### config.mk
export PLATFORM = sky130hd
export DESIGN_NAME = puf_response_voter_flat
export DESIGN_NICKNAME = d
export VERILOG_FILES = /design/src/rtl/puf_response_voter_if.sv /design/src/rtl/puf_response_voter.sv /design/src/flat_wrapper.sv
export SDC_FILE = /design/constraint.sdc
export NUM_CORES = 1
export LEC_CHECK = 0
export ABC_AREA = 1
export CORE_ASPECT_RATIO = 1.75
export CORE_MARGIN = 5
export CORE_UTILIZATION = 35
export DETAILED_ROUTE_END_ITERATION = 7
export PLACE_DENSITY = 0.6
export SLEW_MARGIN = 20
export SYNTH_ARGS = -nofsm -noshare
export SYNTH_HDL_FRONTEND = slang
export SYNTH_SLANG_ARGS = --single-unit
### constraint.sdc
create_clock -name clk -period 1.4 [get_ports clk]
set_clock_uncertainty 0.05 [all_clocks]
set_input_delay 0.42 -clock clk [delete_from_list [all_inputs] [get_ports clk]]
set_output_delay 0.42 -clock clk [all_outputs]
set_load 0.02 [all_outputs]
### src/rtl/puf_response_voter_if.sv
// rtl/puf_response_voter_if.sv - bundle of signals between the PUF voter, the PUF array and the consumer
//
// Purpose: groups the request, PUF-array drive/response and voted-response
//          handshake signals of puf_response_voter into one interface.
// Optional: PUF_UNSTABLE_MASK_EN adds unstable_mask [7:0].
// Signals:
//   start, challenge[7:0], abort   request side (into the voter)
//   puf_c[7:0], puf_enable, puf_clr drive to the PUF array (from the voter)
//   puf_z[7:0]                      PUF array response (into the voter)
//   resp[7:0], resp_valid           voted response (from the voter)
//   resp_ready                      consumer accept (into the voter)
//   busy                            voter not idle (from the voter)
//   unstable_mask[7:0]              per-bit disagreement flags (optional)
// Modports:
//   slave  - the voter itself
//   master - the environment around it (requester, PUF array, consumer)

interface puf_response_voter_if;
  logic       start;
  logic [7:0] challenge;
  logic       abort;
  logic [7:0] puf_c;
  logic       puf_enable;
  logic       puf_clr;
  logic [7:0] puf_z;
  logic [7:0] resp;
  logic       resp_valid;
  logic       resp_ready;
  logic       busy;
`ifdef PUF_UNSTABLE_MASK_EN
  logic [7:0] unstable_mask;
`endif

  modport slave (
    input  start,
    input  challenge,
    input  abort,
    input  puf_z,
    input  resp_ready,
    output puf_c,
    output puf_enable,
    output puf_clr,
    output resp,
    output resp_valid,
    output busy
`ifdef PUF_UNSTABLE_MASK_EN
    ,
    output unstable_mask
`endif
  );

  modport master (
    output start,
    output challenge,
    output abort,
    output puf_z,
    output resp_ready,
    input  puf_c,
    input  puf_enable,
    input  puf_clr,
    input  resp,
    input  resp_valid,
    input  busy
`ifdef PUF_UNSTABLE_MASK_EN
    ,
    input  unstable_mask
`endif
  );
endinterface

### src/rtl/puf_response_voter.sv
// rtl/puf_response_voter.sv - repeated-evaluation majority voter for an 8-bit RO PUF array
//
// Purpose: on an accepted start, drives one challenge into the PUF array for
//          NUM_EVALS evaluations (clear pulse, enable window, settle, sample),
//          tallies each response bit and presents the per-bit majority as a
//          stable response over a valid/ready handshake.
// Optional: define PUF_UNSTABLE_MASK_EN to add unstable_mask, flagging bits
//           whose evaluations did not all agree.
// Parameters:
//   NUM_EVALS     evaluations per challenge, odd, 1..15
//   EVAL_CYCLES   cycles puf_enable is held per evaluation, 1..65535
//   SETTLE_CYCLES cycles between enable drop and sampling, 0..255
// Ports:
//   clk    system clock, rising edge
//   reset  asynchronous active-low reset
//   bus    puf_response_voter_if.slave (request, PUF drive/response,
//          voted response handshake, busy)

module puf_response_voter #(
  parameter int NUM_EVALS     = 5,
  parameter int EVAL_CYCLES   = 16,
  parameter int SETTLE_CYCLES = 2
) (
  input  logic                 clk,
  input  logic                 reset,
  puf_response_voter_if.slave  bus
);

  typedef enum logic [2:0] {
    S_IDLE,
    S_CLEAR,
    S_EVAL,
    S_SETTLE,
    S_SAMPLE,
    S_DONE
  } state_t;

  localparam logic [3:0]  NUM_EVALS_W = 4'(NUM_EVALS);
  localparam logic [3:0]  HALF_W      = 4'(NUM_EVALS / 2);
  localparam logic [15:0] EVAL_LAST   = 16'(EVAL_CYCLES - 1);
  // Only referenced when SETTLE_CYCLES > 0, so the wrap at zero is harmless.
  localparam logic [15:0] SETTLE_LAST = 16'(SETTLE_CYCLES - 1);

  state_t      state_q;
  logic [7:0]  puf_c_q;
  logic        puf_enable_q;
  logic        puf_clr_q;
  logic [7:0]  resp_q;
  logic        resp_valid_q;
  logic        busy_q;
  logic [3:0]  tally_q [8];
  logic [3:0]  eval_cnt_q;
  // Shared by the EVAL window and the SETTLE delay; they never overlap.
  logic [15:0] win_cnt_q;
`ifdef PUF_UNSTABLE_MASK_EN
  logic [7:0]  unstable_mask_q;
  logic [7:0]  unstable_d;
`endif

  // Tally including the response being sampled this cycle; the final vote is
  // taken from these so resp is ready on the same edge that enters DONE.
  logic [3:0]  tally_d [8];
  logic [7:0]  vote_d;
  logic        last_eval;

  always_comb begin
    for (int i = 0; i < 8; i++) begin
      tally_d[i] = tally_q[i] + {3'b000, bus.puf_z[i]};
      vote_d[i]  = (tally_d[i] > HALF_W);
    end
  end

`ifdef PUF_UNSTABLE_MASK_EN
  always_comb begin
    for (int i = 0; i < 8; i++) begin
      unstable_d[i] = (tally_d[i] != 4'd0) && (tally_d[i] != NUM_EVALS_W);
    end
  end
`endif

  assign last_eval = ((eval_cnt_q + 4'd1) == NUM_EVALS_W);

  always_ff @(posedge clk or negedge reset) begin
    if (!reset) begin
      state_q      <= S_IDLE;
      puf_c_q      <= 8'h00;
      puf_enable_q <= 1'b0;
      puf_clr_q    <= 1'b0;
      resp_q       <= 8'h00;
      resp_valid_q <= 1'b0;
      busy_q       <= 1'b0;
      eval_cnt_q   <= 4'd0;
      win_cnt_q    <= 16'd0;
      for (int i = 0; i < 8; i++) tally_q[i] <= 4'd0;
`ifdef PUF_UNSTABLE_MASK_EN
      unstable_mask_q <= 8'h00;
`endif
    end else if (state_q != S_IDLE && bus.abort) begin
      // Cancel: nothing partial is presented; resp keeps its previous value.
      state_q      <= S_IDLE;
      puf_enable_q <= 1'b0;
      puf_clr_q    <= 1'b0;
      resp_valid_q <= 1'b0;
      busy_q       <= 1'b0;
      eval_cnt_q   <= 4'd0;
      win_cnt_q    <= 16'd0;
      for (int i = 0; i < 8; i++) tally_q[i] <= 4'd0;
`ifdef PUF_UNSTABLE_MASK_EN
      unstable_mask_q <= 8'h00;
`endif
    end else begin
      case (state_q)
        S_IDLE: begin
          // start together with abort is treated as a no-op.
          if (bus.start && !bus.abort) begin
            puf_c_q    <= bus.challenge;
            eval_cnt_q <= 4'd0;
            for (int i = 0; i < 8; i++) tally_q[i] <= 4'd0;
            puf_clr_q  <= 1'b1;
            busy_q     <= 1'b1;
            state_q    <= S_CLEAR;
          end
        end

        S_CLEAR: begin
          puf_clr_q    <= 1'b0;
          puf_enable_q <= 1'b1;
          win_cnt_q    <= 16'd0;
          state_q      <= S_EVAL;
        end

        S_EVAL: begin
          if (win_cnt_q == EVAL_LAST) begin
            puf_enable_q <= 1'b0;
            win_cnt_q    <= 16'd0;
            state_q      <= (SETTLE_CYCLES == 0) ? S_SAMPLE : S_SETTLE;
          end else begin
            win_cnt_q <= win_cnt_q + 16'd1;
          end
        end

        S_SETTLE: begin
          if (win_cnt_q == SETTLE_LAST) begin
            win_cnt_q <= 16'd0;
            state_q   <= S_SAMPLE;
          end else begin
            win_cnt_q <= win_cnt_q + 16'd1;
          end
        end

        S_SAMPLE: begin
          for (int i = 0; i < 8; i++) tally_q[i] <= tally_d[i];
          eval_cnt_q <= eval_cnt_q + 4'd1;
          if (last_eval) begin
            resp_q       <= vote_d;
            resp_valid_q <= 1'b1;
`ifdef PUF_UNSTABLE_MASK_EN
            unstable_mask_q <= unstable_d;
`endif
            state_q      <= S_DONE;
          end else begin
            puf_clr_q <= 1'b1;
            state_q   <= S_CLEAR;
          end
        end

        S_DONE: begin
          if (bus.resp_ready) begin
            resp_valid_q <= 1'b0;
            busy_q       <= 1'b0;
            state_q      <= S_IDLE;
          end
        end

        default: begin
          state_q      <= S_IDLE;
          puf_enable_q <= 1'b0;
          puf_clr_q    <= 1'b0;
          resp_valid_q <= 1'b0;
          busy_q       <= 1'b0;
        end
      endcase
    end
  end

  assign bus.puf_c      = puf_c_q;
  assign bus.puf_enable = puf_enable_q;
  assign bus.puf_clr    = puf_clr_q;
  assign bus.resp       = resp_q;
  assign bus.resp_valid = resp_valid_q;
  assign bus.busy       = busy_q;
`ifdef PUF_UNSTABLE_MASK_EN
  assign bus.unstable_mask = unstable_mask_q;
`endif

endmodule

### src/flat_wrapper.sv
// flat-port wrapper written by rule: the top's interface ports become plain ports
module puf_response_voter_flat 
#(
  parameter int NUM_EVALS     = 5,
  parameter int EVAL_CYCLES   = 16,
  parameter int SETTLE_CYCLES = 2
)
  (clk, reset, bus_start, bus_challenge, bus_abort, bus_puf_z, bus_resp_ready, bus_puf_c, bus_puf_enable, bus_puf_clr, bus_resp, bus_resp_valid, bus_busy);
  puf_response_voter_if bus_i ();
  input  logic clk;
  input  logic reset;
  input wire logic [$bits(bus_i.start)-1:0] bus_start;
  input wire logic [$bits(bus_i.challenge)-1:0] bus_challenge;
  input wire logic [$bits(bus_i.abort)-1:0] bus_abort;
  input wire logic [$bits(bus_i.puf_z)-1:0] bus_puf_z;
  input wire logic [$bits(bus_i.resp_ready)-1:0] bus_resp_ready;
  output wire logic [$bits(bus_i.puf_c)-1:0] bus_puf_c;
  output wire logic [$bits(bus_i.puf_enable)-1:0] bus_puf_enable;
  output wire logic [$bits(bus_i.puf_clr)-1:0] bus_puf_clr;
  output wire logic [$bits(bus_i.resp)-1:0] bus_resp;
  output wire logic [$bits(bus_i.resp_valid)-1:0] bus_resp_valid;
  output wire logic [$bits(bus_i.busy)-1:0] bus_busy;
  assign bus_i.start = bus_start;
  assign bus_i.challenge = bus_challenge;
  assign bus_i.abort = bus_abort;
  assign bus_i.puf_z = bus_puf_z;
  assign bus_i.resp_ready = bus_resp_ready;
  assign bus_puf_c = bus_i.puf_c;
  assign bus_puf_enable = bus_i.puf_enable;
  assign bus_puf_clr = bus_i.puf_clr;
  assign bus_resp = bus_i.resp;
  assign bus_resp_valid = bus_i.resp_valid;
  assign bus_busy = bus_i.busy;
  puf_response_voter #(.NUM_EVALS(NUM_EVALS), .EVAL_CYCLES(EVAL_CYCLES), .SETTLE_CYCLES(SETTLE_CYCLES)) u_core (.clk(clk), .reset(reset), .bus(bus_i));
endmodule
# Word level (Yosys, flattened, before mapping)
# Index checks and enable logic that the tools add are counted.
[totals] ff_bits=75 wordCells=103
[classes] n_eq_ne=18 reduce_logical=19 bitwise_logic=1 n_mux=30 order_cmp=8 n_addsub=10
[ops] cell="32-bit two-way mux" n=2
[ops] cell="32-bit case mux with 2 select lines" n=1
[ops] cell="16-bit two-way mux" n=3
[ops] cell="16-bit case mux with 3 select lines" n=1
[ops] cell="4-bit by 1-bit adder with 4-bit output" n=8
[ops] cell="4-bit by 2-bit greater-than comparator with 1-bit output (second input constant)" n=8
[ops] cell="3-bit two-way mux" n=6
[ops] cell="3-bit case mux with 6 select lines" n=1
[ops] cell="16-bit by 1-bit adder with 16-bit output (second input constant)" n=1
[ops] cell="16-bit by 1-bit equality test with 1-bit output (second input constant)" n=1
[ops] cell="16-bit by 4-bit equality test with 1-bit output (second input constant)" n=1
[ops] cell="3-bit AND reduction" n=5
[ops] cell="3-bit by 1-bit inequality test with 1-bit output (second input constant)" n=4
[ops] cell="1-bit case mux with 3 select lines" n=4
[ops] cell="4-bit OR reduction" n=3
[ops] cell="1-bit two-way mux" n=9
[ops] cell="4-bit two-way mux" n=2
[ops] cell="2-bit by 1-bit inequality test with 1-bit output (second input constant)" n=4
[ops] cell="4-bit case mux with 2 select lines" n=1
[ops] cell="3-bit by 2-bit equality test with 1-bit output (second input constant)" n=2
[ops] cell="3-bit equality test (second input constant)" n=2
[ops] cell="3-bit nonzero test" n=2
[ops] cell="4-bit by 1-bit adder with 4-bit output (second input constant)" n=1
[ops] cell="4-bit by 3-bit equality test with 1-bit output (second input constant)" n=1
[ops] cell="11 further kinds" n=13

# Depth between registers and ports, before layout
# Gate-level depths: netlist of the first run.
[logic_depth] ltp_word=5 mapped_depth=11 ltp_nobuf=10

# Least setup slack after synthesis of the first run
# No wires, ideal clock.
[synth_path] path_type="reg-to-reg" from="reg u_core.win_cnt_q[0]" to="reg u_core.win_cnt_q[10]" t_arrival_ns=1.341 setup_slack_ns=-0.117 required_time_ns=1.224 path_stages_with_launch=12 setup_ns=0.126 path_buffers=1 path_cell_list="dfrtp_1 ha_1 nand2_1 inv_1 nand2_1 nor2_1 nand2_1 nand3_4 nand2_4 buf_6 nand2_1 o21ai_0"
[synth_between] elab_chain_len=4 word_cells_on_any_way=7 cone_classes="add/sub (1); eq/ne (2); mux (4)"
[synth_lines] element="start, declared" line="puf_response_voter.sv:54" source="logic [15:0] win_cnt_q;"
[synth_lines] element="start signal, assigned" line="puf_response_voter.sv:138" source="win_cnt_q <= win_cnt_q + 16'd1;"
[synth_lines] element="start signal, assigned" line="puf_response_voter.sv:147" source="win_cnt_q <= win_cnt_q + 16'd1;"
[synth_lines] element="16-bit by 1-bit adder with 16-bit output (tied with other cells)" line="puf_response_voter.sv:138, puf_response_voter.sv:147"
[synth_lines] element="16-bit two-way mux, on equally long branches" line="puf_response_voter.sv:143, puf_response_voter.sv:133"
[synth_lines] element="16-bit case mux with 3 select lines (*)" line="puf_response_voter.sv:112" source="case (state_q)"
[synth_lines] element="16-bit two-way mux (*)" line="puf_response_voter.sv:98" source="end else if (state_q != S_IDLE && bus.abort) begin"
# Mark *: on every way between the ends. The rest lies on a longest branch, timed or not.
# A chain may end at the register's enable or synchronous reset.

# Worst setup path in the final report of the first run
[layout_path] from="reg u_core.win_cnt_q[1]" to="reg u_core.state_q[0]"
[layout_between] elab_chain_len=3 word_cells_on_any_way=5 cone_classes="eq/ne (4); reduce/logical (1)"
[layout_lines] element="16-bit by 1-bit equality test with 1-bit output or 16-bit by 4-bit equality test with 1-bit output (tied branches)" line="puf_response_voter.sv:143, puf_response_voter.sv:133"
[layout_lines] element="3-bit by 1-bit inequality test with 1-bit output (no source line)"
[layout_lines] element="4-bit AND reduction (no source line) (*)"
[layout_lines] element="end signal, assigned" line="puf_response_voter.sv:136" source="state_q <= (SETTLE_CYCLES == 0) ? S_SAMPLE : S_SETTLE;"
[layout_lines] element="end, declared" line="puf_response_voter.sv:44" source="state_t state_q;"
# Marked as above.

==> metrics.cfg, run 1 <==
[synthesis]
synthesis.nets=476
synthCells=435
ys_types=35
synth_warnings=0
ys_seq_area_share_pct=47.24
synthesis.area_um2=3973
synth-seq-cells=75
syn_area_per_cell_um2=9.132

[sta]
rsz0062_at_grt=true
fin_crit_sh_pct=113.1
slew_headroom_pct=76.55
hold_viol_final=0
slew_violations=0
period_minus_slack_ns=1.584
fmax_mhz=631.4
final-setup-viol-count=63
tightest_slew_ns=0.3518
holdWs_ns=0.4467
layout_setup_ws_ns=-0.1838

[critical_path]
crit_path_max_incr_delay_ns=0.45
worst_path_max_delay_cell=dfrtp_2
cp-start-kind=flop
r2r_cells=9
critPathKind=reg2reg
worstSetupEndpointType=flop
path_buf_inv=2
critPathTopFamily=simple AND/OR/NAND/NOR gates
worst-path-max-fanout=3
cp.depth=9
cp.required_ns=1.62
crit_arrival_ns=1.80
crit_path_frequent_cell=nand3_2
crit_path_cell_trace=inv_2 -> ha_4 -> nand3_2 -> nor2_2 -> nand2_2 -> buf_4 -> a21oi_4 -> nand3_2 -> nand2_1

[hold_path]
hold_path_class=reg2reg
min_delay_path_depth=1

[detailed_routing]
wl_per_cell_um=16.59
via_count=3658
drc=0
drt-vias-per-instance=5.145
ant_nets=0
first_pass_iters=4
drt_wl_total_mm=11.79
dr.first_iter.drc_count=136

[cells_and_area]
drive_gt1_share_pct=50.95
final_cell_mix=dfrtp_1, nand2_1, buf_4
fillCellCount=946
antenna_cells=0
layout_commonest_cell=dfrtp_1
area_delta_synth_final_pct=60.76
multi_input_area_um2=2616
regArea_um2=1881
final_nets=615

[grt]
grt_pass1_wl_mm=18.52
antenna_found_initial=0
grt-ovfl-total=0
first_global_vias=3762
track_usage_pct=16.77
grt_max_degree=23

[pwr]
seq_power_share_pct=30.0
power_density_nw_per_um2=1348
p_clk_share_pct=27.5
p_switching_w=0.003060
sw_frac_of_total_pct=35.54
combPwrFrac_pct=42.5
peakVddDrop_mv=0.8961
leakagePower_nw=2.990
internal_power_w=0.005549

[clocking]
cts-buffers-inserted=9
root_buffer=clkbuf_16
clk_pin_slew_ns=0.06
cts_num_sinks=75
clk_latency_ns=0.33
cts_tree=built
htreeDepth=3
clock_path_buffers=2

[outcome]
status=finished, violations left
violations=setup timing

[floorplanning]
die-width_um=90.54
start_util_pct=35.78
die_area_um2=13660
rows=51
core-area_um2=11100
fp.dieH_um=150.9
pin_count=41

[place]
place_congestion=0.8362
placement.io_buffers=40
hpwlAfterDp_mm=7.284
dp_slack_ns=-0.5394

[flow_run]
drv_cap=0

worst paths after layout:
check	slack, ns	endpoint	startpoint
setup / recovery	-0.18	u_core.state_q[0]$_DFFE_PN0P_	u_core.win_cnt_q[1]$_DFFE_PN0P_
hold / removal	0.45	u_core.bus.puf_c[3]$_DFFE_PN0P_	u_core.bus.puf_c[3]$_DFFE_PN0P_
setup reg to reg	-0.18	u_core.state_q[0]$_DFFE_PN0P_	u_core.win_cnt_q[1]$_DFFE_PN0P_
hold reg to reg	0.45	u_core.bus.puf_c[3]$_DFFE_PN0P_	u_core.bus.puf_c[3]$_DFFE_PN0P_
max in group asynchronous	0.36	u_core.eval_cnt_q[2]$_DFFE_PN0P_	reset
min in group asynchronous	0.50	u_core.tally_q[2]$_DFFE_PN0P_	reset
power groups by stage:
stage | Sequential (W) | Clock (W) | Combinational, W
after detailed placement | 0.00259 | 0 | 0.00258
after global routing | 0.00261 | 0.00251 | 0.00391
after CTS | 0.00257 | 0.00240 | 0.00351
after global placement | 0.00259 | 0 | 0.00255
final | 0.00258 | 0.00237 | 0.00366
after floorplan | 0.00277 | 0 | 0.00123
logic make-up (layout without fill, tap and decap cells):
| logic type | Yosys count | in the layout | share of synthesized area (%) |
|---|---|---|---|
| mux | 8 | 8 | 2.268 |
| buf+inv | 47 | 189 | 5.574 |
| xor+xnor | 19 | 19 | 4.189 |
| flops | 75 | 75 | 47.24 |
| simple gates | 189 | 191 | 22.24 |
| compound gates | 77 | 77 | 12.19 |
| fa+ha+maj | 20 | 20 | 6.299 |
state kept, by name, indices dropped and copies added (netlist names):
signal,flops
u_core.tally_q,32
u_core.win_cnt_q,16
u_core.bus.puf_c,8
u_core.bus.resp,8
u_core.eval_cnt_q,4
u_core.state_q,3
u_core.bus.busy,1
u_core.bus.puf_clr,1
u_core.bus.puf_enable,1
u_core.bus.resp_valid,1
worst reg2reg max path: stages (launching register included):
cell     delay [ns]
dfrtp_2        0.45
inv_2          0.10
ha_4           0.14
nand3_2        0.08
nor2_2         0.13
nand2_2        0.08
buf_4          0.16
a21oi_4        0.15
nand3_2        0.11
nand2_1        0.08
layer usage:
metal  vias to the layer above  track usage [%]  routed length (µm)
met1                      1782            18.18                4384
met4                         0            6.930                 476
met3                        42            3.032                 415
li1                       1737                -                   -
met2                        97            31.62                6515
met5                         -                0                   0
cell usage after synthesis, drive strengths merged:
cell	n	area [µm²]
a21boi	1	7.510
nor3	4	42.54
a21oi	9	45.04
clkinv	1	3.750
ha	20	250.2
nand3b	1	7.510
inv	37	138.9
o21ai	45	247.8
o22ai	1	6.260
nand2	116	457.9
nor2	30	153.9
nand3	33	190.2
a22o	16	140.1
o21bai	2	15.01
buf	9	78.82
xor2	10	87.58
dfrtp	75	1877
nand4	4	25.02
o211ai	3	22.52
mux2	8	90.09
xnor2	9	78.83
or2	1	6.260
repair_timing:
item | in CTS | in global routing
hold endpoints to repair | 17 | 0
buffers inserted | 20 | 6
gates resized for setup | 205 | 117
endpoints found under the setup margin | 94 | 76
hold buffers | 1 | 0
cloned | 5 | 2
pin swaps | 42 | 26
through the flow:
| step | util (%) | TNS, ns | power [W] | cells | area (µm²) |
|---|---|---|---|---|---|
| finish | 57.52 | -4.551 | 0.008609 | 711 | 6386 |
| global route | 57.52 | -9.707 | 0.009025 | 711 | 6386 |
| CTS | 54.32 | -4.116 | 0.008481 | 708 | 6031 |
| detailed placement | 45.73 | -34.21 | 0.005172 | 668 | 5077 |
| global placement | 45.73 | -33.60 | 0.005139 | 668 | 5077 |
| floorplan | - | -1.032 | 0.004006 | 435 | 3995 |
area by class of cell:
| cell class | count | share of cell area [%] |
|---|---|---|
| flip-flops and latches | 75 | 29.45 |
| well taps | 132 | 2.586 |
| inverters | 38 | 2.390 |
| clock inverters | 4 | 0.7641 |
| clock buffers | 12 | 4.016 |
| repair buffers | 135 | 19.83 |
| multi-input cells | 315 | 40.97 |
Note: power is estimated with default switching activity, not from simulation.
==> run 2: changes to the inputs <==
RECOVER_POWER = 100   (was unset)
==> metrics.cfg, run 2 (synthesis gave the netlist of run 1 again) <==
[outcome]
violations=setup timing
status=finished, violations left

[pwr]
leakagePower_nw=2.979
power_density_nw_per_um2=1351
power.total_w=0.008588
peakVddDrop_mv=0.8948

[flow_run]
drv_cap=0

[sta]
layout_setup_ws_ns=-0.1816
fmax_mhz=632.3
rsz0062_at_grt=true
hold_viol_final=0
tightest_slew_ns=0.6251
slew_headroom_pct=58.33
holdWs_ns=0.4538
slew_violations=0
period_minus_slack_ns=1.582
final-setup-viol-count=62
fin_crit_sh_pct=113.0

[clocking]
cts_num_sinks=75
root_buffer=clkbuf_16
cts_tree=built
htreeDepth=3
cts-buffers-inserted=9
clk_pin_slew_ns=0.06
clock_path_buffers=2
clk_latency_ns=0.33

[floorplanning]
die_area_um2=13660
start_util_pct=35.78
core-area_um2=11100
pin_count=41
die-width_um=90.54
fp.dieH_um=150.9
rows=51

[place]
dp_slack_ns=-0.5394
placed_cells=668
place_congestion=0.8362
placement.io_buffers=40
hpwlAfterDp_mm=7.284

[cells_and_area]
final_cell_mix=dfrtp_1, nand2_1, buf_4
max_flop_register=u_core.tally_q
largest_register_ffs=32
multi_input_area_um2=2616
area_delta_synth_final_pct=60.03
final_nets=615
layout_commonest_cell=dfrtp_1
layout.cells.non_filler=711
drive_gt1_share_pct=50.95
fillCellCount=949
regArea_um2=1881
antenna_cells=0
reg_top3=u_core.tally_q: 32 flops, u_core.win_cnt_q: 16 flops

[critical_path]
crit_path_frequent_cell=nand3_2
cp.required_ns=1.62
r2r_start=u_core.win_cnt_q[1]$_DFFE_PN0P_
cp-start-kind=flop
critPathKind=reg2reg
crit_path_max_incr_delay_ns=0.45
worst-path-max-fanout=3
path_buf_inv=2
worst_path_max_delay_cell=dfrtp_2
crit_start=u_core.win_cnt_q[1]$_DFFE_PN0P_
critPathTopFamily=simple AND/OR/NAND/NOR gates
worstSetupEndpointType=flop
crit_path_cell_trace=inv_2 -> ha_4 -> nand3_2 -> nor2_2 -> nand2_2 -> buf_4 -> a21oi_4 -> nand3_2 -> nand2_1
crit_arrival_ns=1.80

[detailed_routing]
drt-vias-per-instance=5.129
dr.first_iter.drc_count=109
drt_wl_total_mm=11.80
drc=0
wl_per_cell_um=16.59
ant_nets=0
first_pass_iters=4
via_count=3647

[grt]
grt_max_degree=23
grt_pass1_wl_mm=18.52
antenna_found_initial=0
grt-ovfl-total=0
first_global_vias=3762
track_usage_pct=16.77

[hold_path]
hold_path_class=reg2reg
hp-start=u_core.bus.puf_c[3]$_DFFE_PN0P_

run 2: cell count changes in the layout (fill, tap and decap cells not counted):
cell	change
buf_8	+2
buf_6	-1
buf_4	+1
clkbuf_2	+11
buf_2	-10
buf_12	-3
run 2: worst reg2reg max path: cells and delay by family (launching register included):
family	cells	cell delay [ns]
adder cells (fa/ha/maj)	1	0.14
AND/OR/NAND/NOR	5	0.48
AO/OA/AOI/OAI	1	0.15
flip-flops	1	0.45
buffers and inverters	2	0.26
run 2: stage by stage:
step | TNS [ns] | area, µm² | utilization [%]
final | -4.491 | 6357 | 57.26
after CTS | -4.116 | 6031 | 54.32
after floorplan | -1.032 | 3995 | -
after global placement | -33.60 | 5077 | 45.73
after detailed placement | -34.21 | 5077 | 45.73
after global routing | -9.855 | 6357 | 57.26
run 2: cell type report:
| class | instances | share of cell area (%) |
|---|---|---|
| clock inverters | 4 | 0.7676 |
| well taps | 132 | 2.598 |
| multi-input cells | 315 | 41.15 |
| flip-flops and latches | 75 | 29.58 |
| inverters | 38 | 2.401 |
| repair buffers | 135 | 19.46 |
| clock buffers | 12 | 4.035 |
run 2: path summary, 6_finish.rpt:
kind / endpoint / slack [ns] / cells after the start
max: u_core.state_q[0]$_DFFE_PN0P_ / -0.18 / 9
min: u_core.bus.puf_c[3]$_DFFE_PN0P_ / 0.45 / 1
max reg2reg: u_core.state_q[0]$_DFFE_PN0P_ / -0.18 / 9
min reg2reg: u_core.bus.puf_c[3]$_DFFE_PN0P_ / 0.45 / 1
max in group asynchronous: u_core.win_cnt_q[0]$_DFFE_PN0P_ / 0.12 / 3
min in group asynchronous: u_core.tally_q[2]$_DFFE_PN0P_ / 0.60 / 2
run 2: what timing repair did:
item,4_1_cts,5_1_grt
pin swaps,42,26
hold buffers,1,0
setup buffers,20,6
endpoints found under the setup margin,94,76
gates resized for setup,205,117
cloned,5,2
hold endpoints to repair,17,0
run 2: metal layers:
metal	global-route usage [%]	up-vias	share of wire, %
li1	-	1733	-
met1	18.18	1787	38
met2	31.62	86	55
met3	3.032	41	3.2
met4	6.930	0	3.9
met5	0	-	0
run 2: where the power goes:
part	switching [W]	internal [W]	total, W
Clock	0.000887	0.00147	0.00236
Sequential	0.000189	0.00240	0.00259
Combinational	0.00198	0.00166	0.00364
==> run 3: changes to the inputs <==
CELL_PAD_IN_SITES_DETAIL_PLACEMENT = 2   (was unset)
CELL_PAD_IN_SITES_GLOBAL_PLACEMENT = 2   (was unset)
CORE_ASPECT_RATIO = 1.5   (was 1.75)
CORE_UTILIZATION = 32   (was 35)
PLACE_DENSITY = 0.8   (was 0.6)
REMOVE_ABC_BUFFERS = 1   (was unset)
==> metrics.cfg, run 3 (synthesis gave the netlist of run 1 again) <==
[sta]
final-setup-viol-count=85
fmax_mhz=529.3
setup_tns_ns=-23.82
hold_viol_final=0
tightest_slew_ns=0.6818
period_minus_slack_ns=1.889
layout_setup_ws_ns=-0.4892
rsz0062_at_grt=true
slew_violations=0
fin_crit_sh_pct=134.9
slew_headroom_pct=54.55

[floorplanning]
core-area_um2=12320
rows=50
pin_count=41
start_util_pct=32.23
die-width_um=101.0
fp.dieH_um=146.5
die_area_um2=14790

[grt]
antenna_found_initial=0
grt_pass1_wl_mm=28.66
track_usage_pct=26.11
first_global_vias=4653
grt-ovfl-total=0
grt_max_degree=26

[cells_and_area]
antenna_cells=0
final_cell_mix=buf_4, dfrtp_1, nand2_1
fin_util_pct=56.64
largest_register_ffs=32
layout_commonest_cell=buf_4
fillCellCount=1154
regArea_um2=1883
layout.cells.non_filler=755
reg_top3=u_core.tally_q: 32 flops, u_core.win_cnt_q: 16 flops
area_delta_synth_final_pct=75.72
multi_input_area_um2=2925
drive_gt1_share_pct=58.10
max_flop_register=u_core.tally_q
final_nets=635

[clocking]
clock_path_buffers=2
cts_tree=built
htreeDepth=3
clk_pin_slew_ns=0.07
root_buffer=clkbuf_16
cts_num_sinks=75
cts-buffers-inserted=9
clk_latency_ns=0.37

[place]
hpwlAfterDp_mm=9.727
placed_cells=688
place_congestion=0.7894
placement.io_buffers=40

[pwr]
combPwrFrac_pct=50.5
p_clk_share_pct=24.8
p_switching_w=0.004518
sw_frac_of_total_pct=42.02
peakVddDrop_mv=0.8713
internal_power_w=0.006233
leakagePower_nw=3.301
seq_power_share_pct=24.8
power_density_nw_per_um2=1540

[outcome]
status=finished, violations left
violations=setup timing

[critical_path]
cp.required_ns=1.58
worst-path-max-fanout=8
crit_start=u_core.win_cnt_q[1]$_DFFE_PN0P_
r2r_cells=10
crit_arrival_ns=2.07
cp-start-kind=flop
r2r_start=u_core.win_cnt_q[1]$_DFFE_PN0P_
worstSetupEndpointType=flop
critPathKind=reg2reg

[detailed_routing]
drc=0
drt-vias-per-instance=5.617
drt_wl_total_mm=24.25
via_count=4241
first_pass_iters=4
dr.first_iter.drc_count=230
wl_per_cell_um=32.12
ant_nets=0

[hold_path]
min_delay_path_depth=1
hold_path_class=reg2reg
hp-start=u_core.bus.puf_c[3]$_DFFE_PN0P_

[flow_run]
drv_cap=0

==> run 3: cell types whose count changed in the layout (fill, tap and decap cells not counted), sizes merged, moves of 5 or more <==
cell / delta
clkbuf: -9
buf: +27
clkdlybuf4s50: +5
dlygate4sd2: -5
==> run 3: path summary, 6_finish.rpt <==
| path | to | slack (ns) |
|---|---|---|
| min reg2reg | u_core.bus.puf_c[3]$_DFFE_PN0P_ | 0.48 |
| min | u_core.bus.puf_c[3]$_DFFE_PN0P_ | 0.48 |
| max in group asynchronous | u_core.state_q[0]$_DFFE_PN0P_ | 0.05 |
| min in group asynchronous | u_core.bus.busy$_DFFE_PN0P_ | 0.59 |
| max reg2reg | u_core.win_cnt_q[2]$_DFFE_PN0P_ | -0.49 |
| max | u_core.win_cnt_q[2]$_DFFE_PN0P_ | -0.49 |
==> run 3: per-stage QoR <==
step	total power (W)	hold WS, ns	worst slack, ns	instance area, µm²
after floorplan	0.003842	0.07441	-0.1041	3894
after CTS	0.008680	0.4633	-0.2037	5991
final	0.01075	0.4783	-0.4892	6980
after global placement	0.005148	0.2987	-0.5150	5045
after global routing	0.01096	0.5183	-0.4839	6980
after detailed placement	0.005330	0.3055	-0.5964	5045
==> run 3: layer usage <==
layer / wire length [µm] / share of wire (%) / up-vias / track usage [%]
met2: 13810 / 57 / 139 / 50.63
met1: 8478 / 35 / 2255 / 28.20
met3: 682 / 2.8 / 77 / 3.824
met4: 1275 / 5.3 / 0 / 8.051
met5: 0 / 0 / - / 0
li1: - / - / 1770 / -
==> run 3: power by group through the flow <==
| stage | Combinational, W | Clock (W) | Sequential, W |
|---|---|---|---|
| after floorplan | 0.00107 | 0 | 0.00277 |
| after global placement | 0.00258 | 0 | 0.00256 |
| after detailed placement | 0.00274 | 0 | 0.00259 |
| after CTS | 0.00361 | 0.00251 | 0.00256 |
| after global routing | 0.00553 | 0.00275 | 0.00267 |
| final | 0.00543 | 0.00266 | 0.00266 |
==> run 3: final cells by class <==
type | instances | area share, %
Multi-Input combinational cell | 315 | 41.91
Sequential cell | 75 | 26.98
Timing Repair Buffer | 155 | 21.62
Clock buffer | 10 | 3.424
Tap cell | 156 | 2.796
Inverter | 38 | 2.258
Clock inverter | 6 | 1.022
==> run 3: worst max-delay path, cell delays in order (launching register included) <==
cell and delay [ns]:
dfrtp_1 0.45, ha_2 0.25, nand2_2 0.06, inv_2 0.10
nand2_4 0.08, nor2_4 0.14, nand2_4 0.09, nand3_4 0.19
nand2_8 0.15, nand2_2 0.11, o21ai_1 0.09
==> run 3: repair_timing <==
action / CTS / global route
hold buffers: 1 / 0
cloned: 4 / 3
endpoints found under the hold margin: 19 / 0
resized for setup: 213 / 200
buffers inserted: 18 / 28
setup endpoints to repair: 95 / 90
pin swaps: 33 / 44
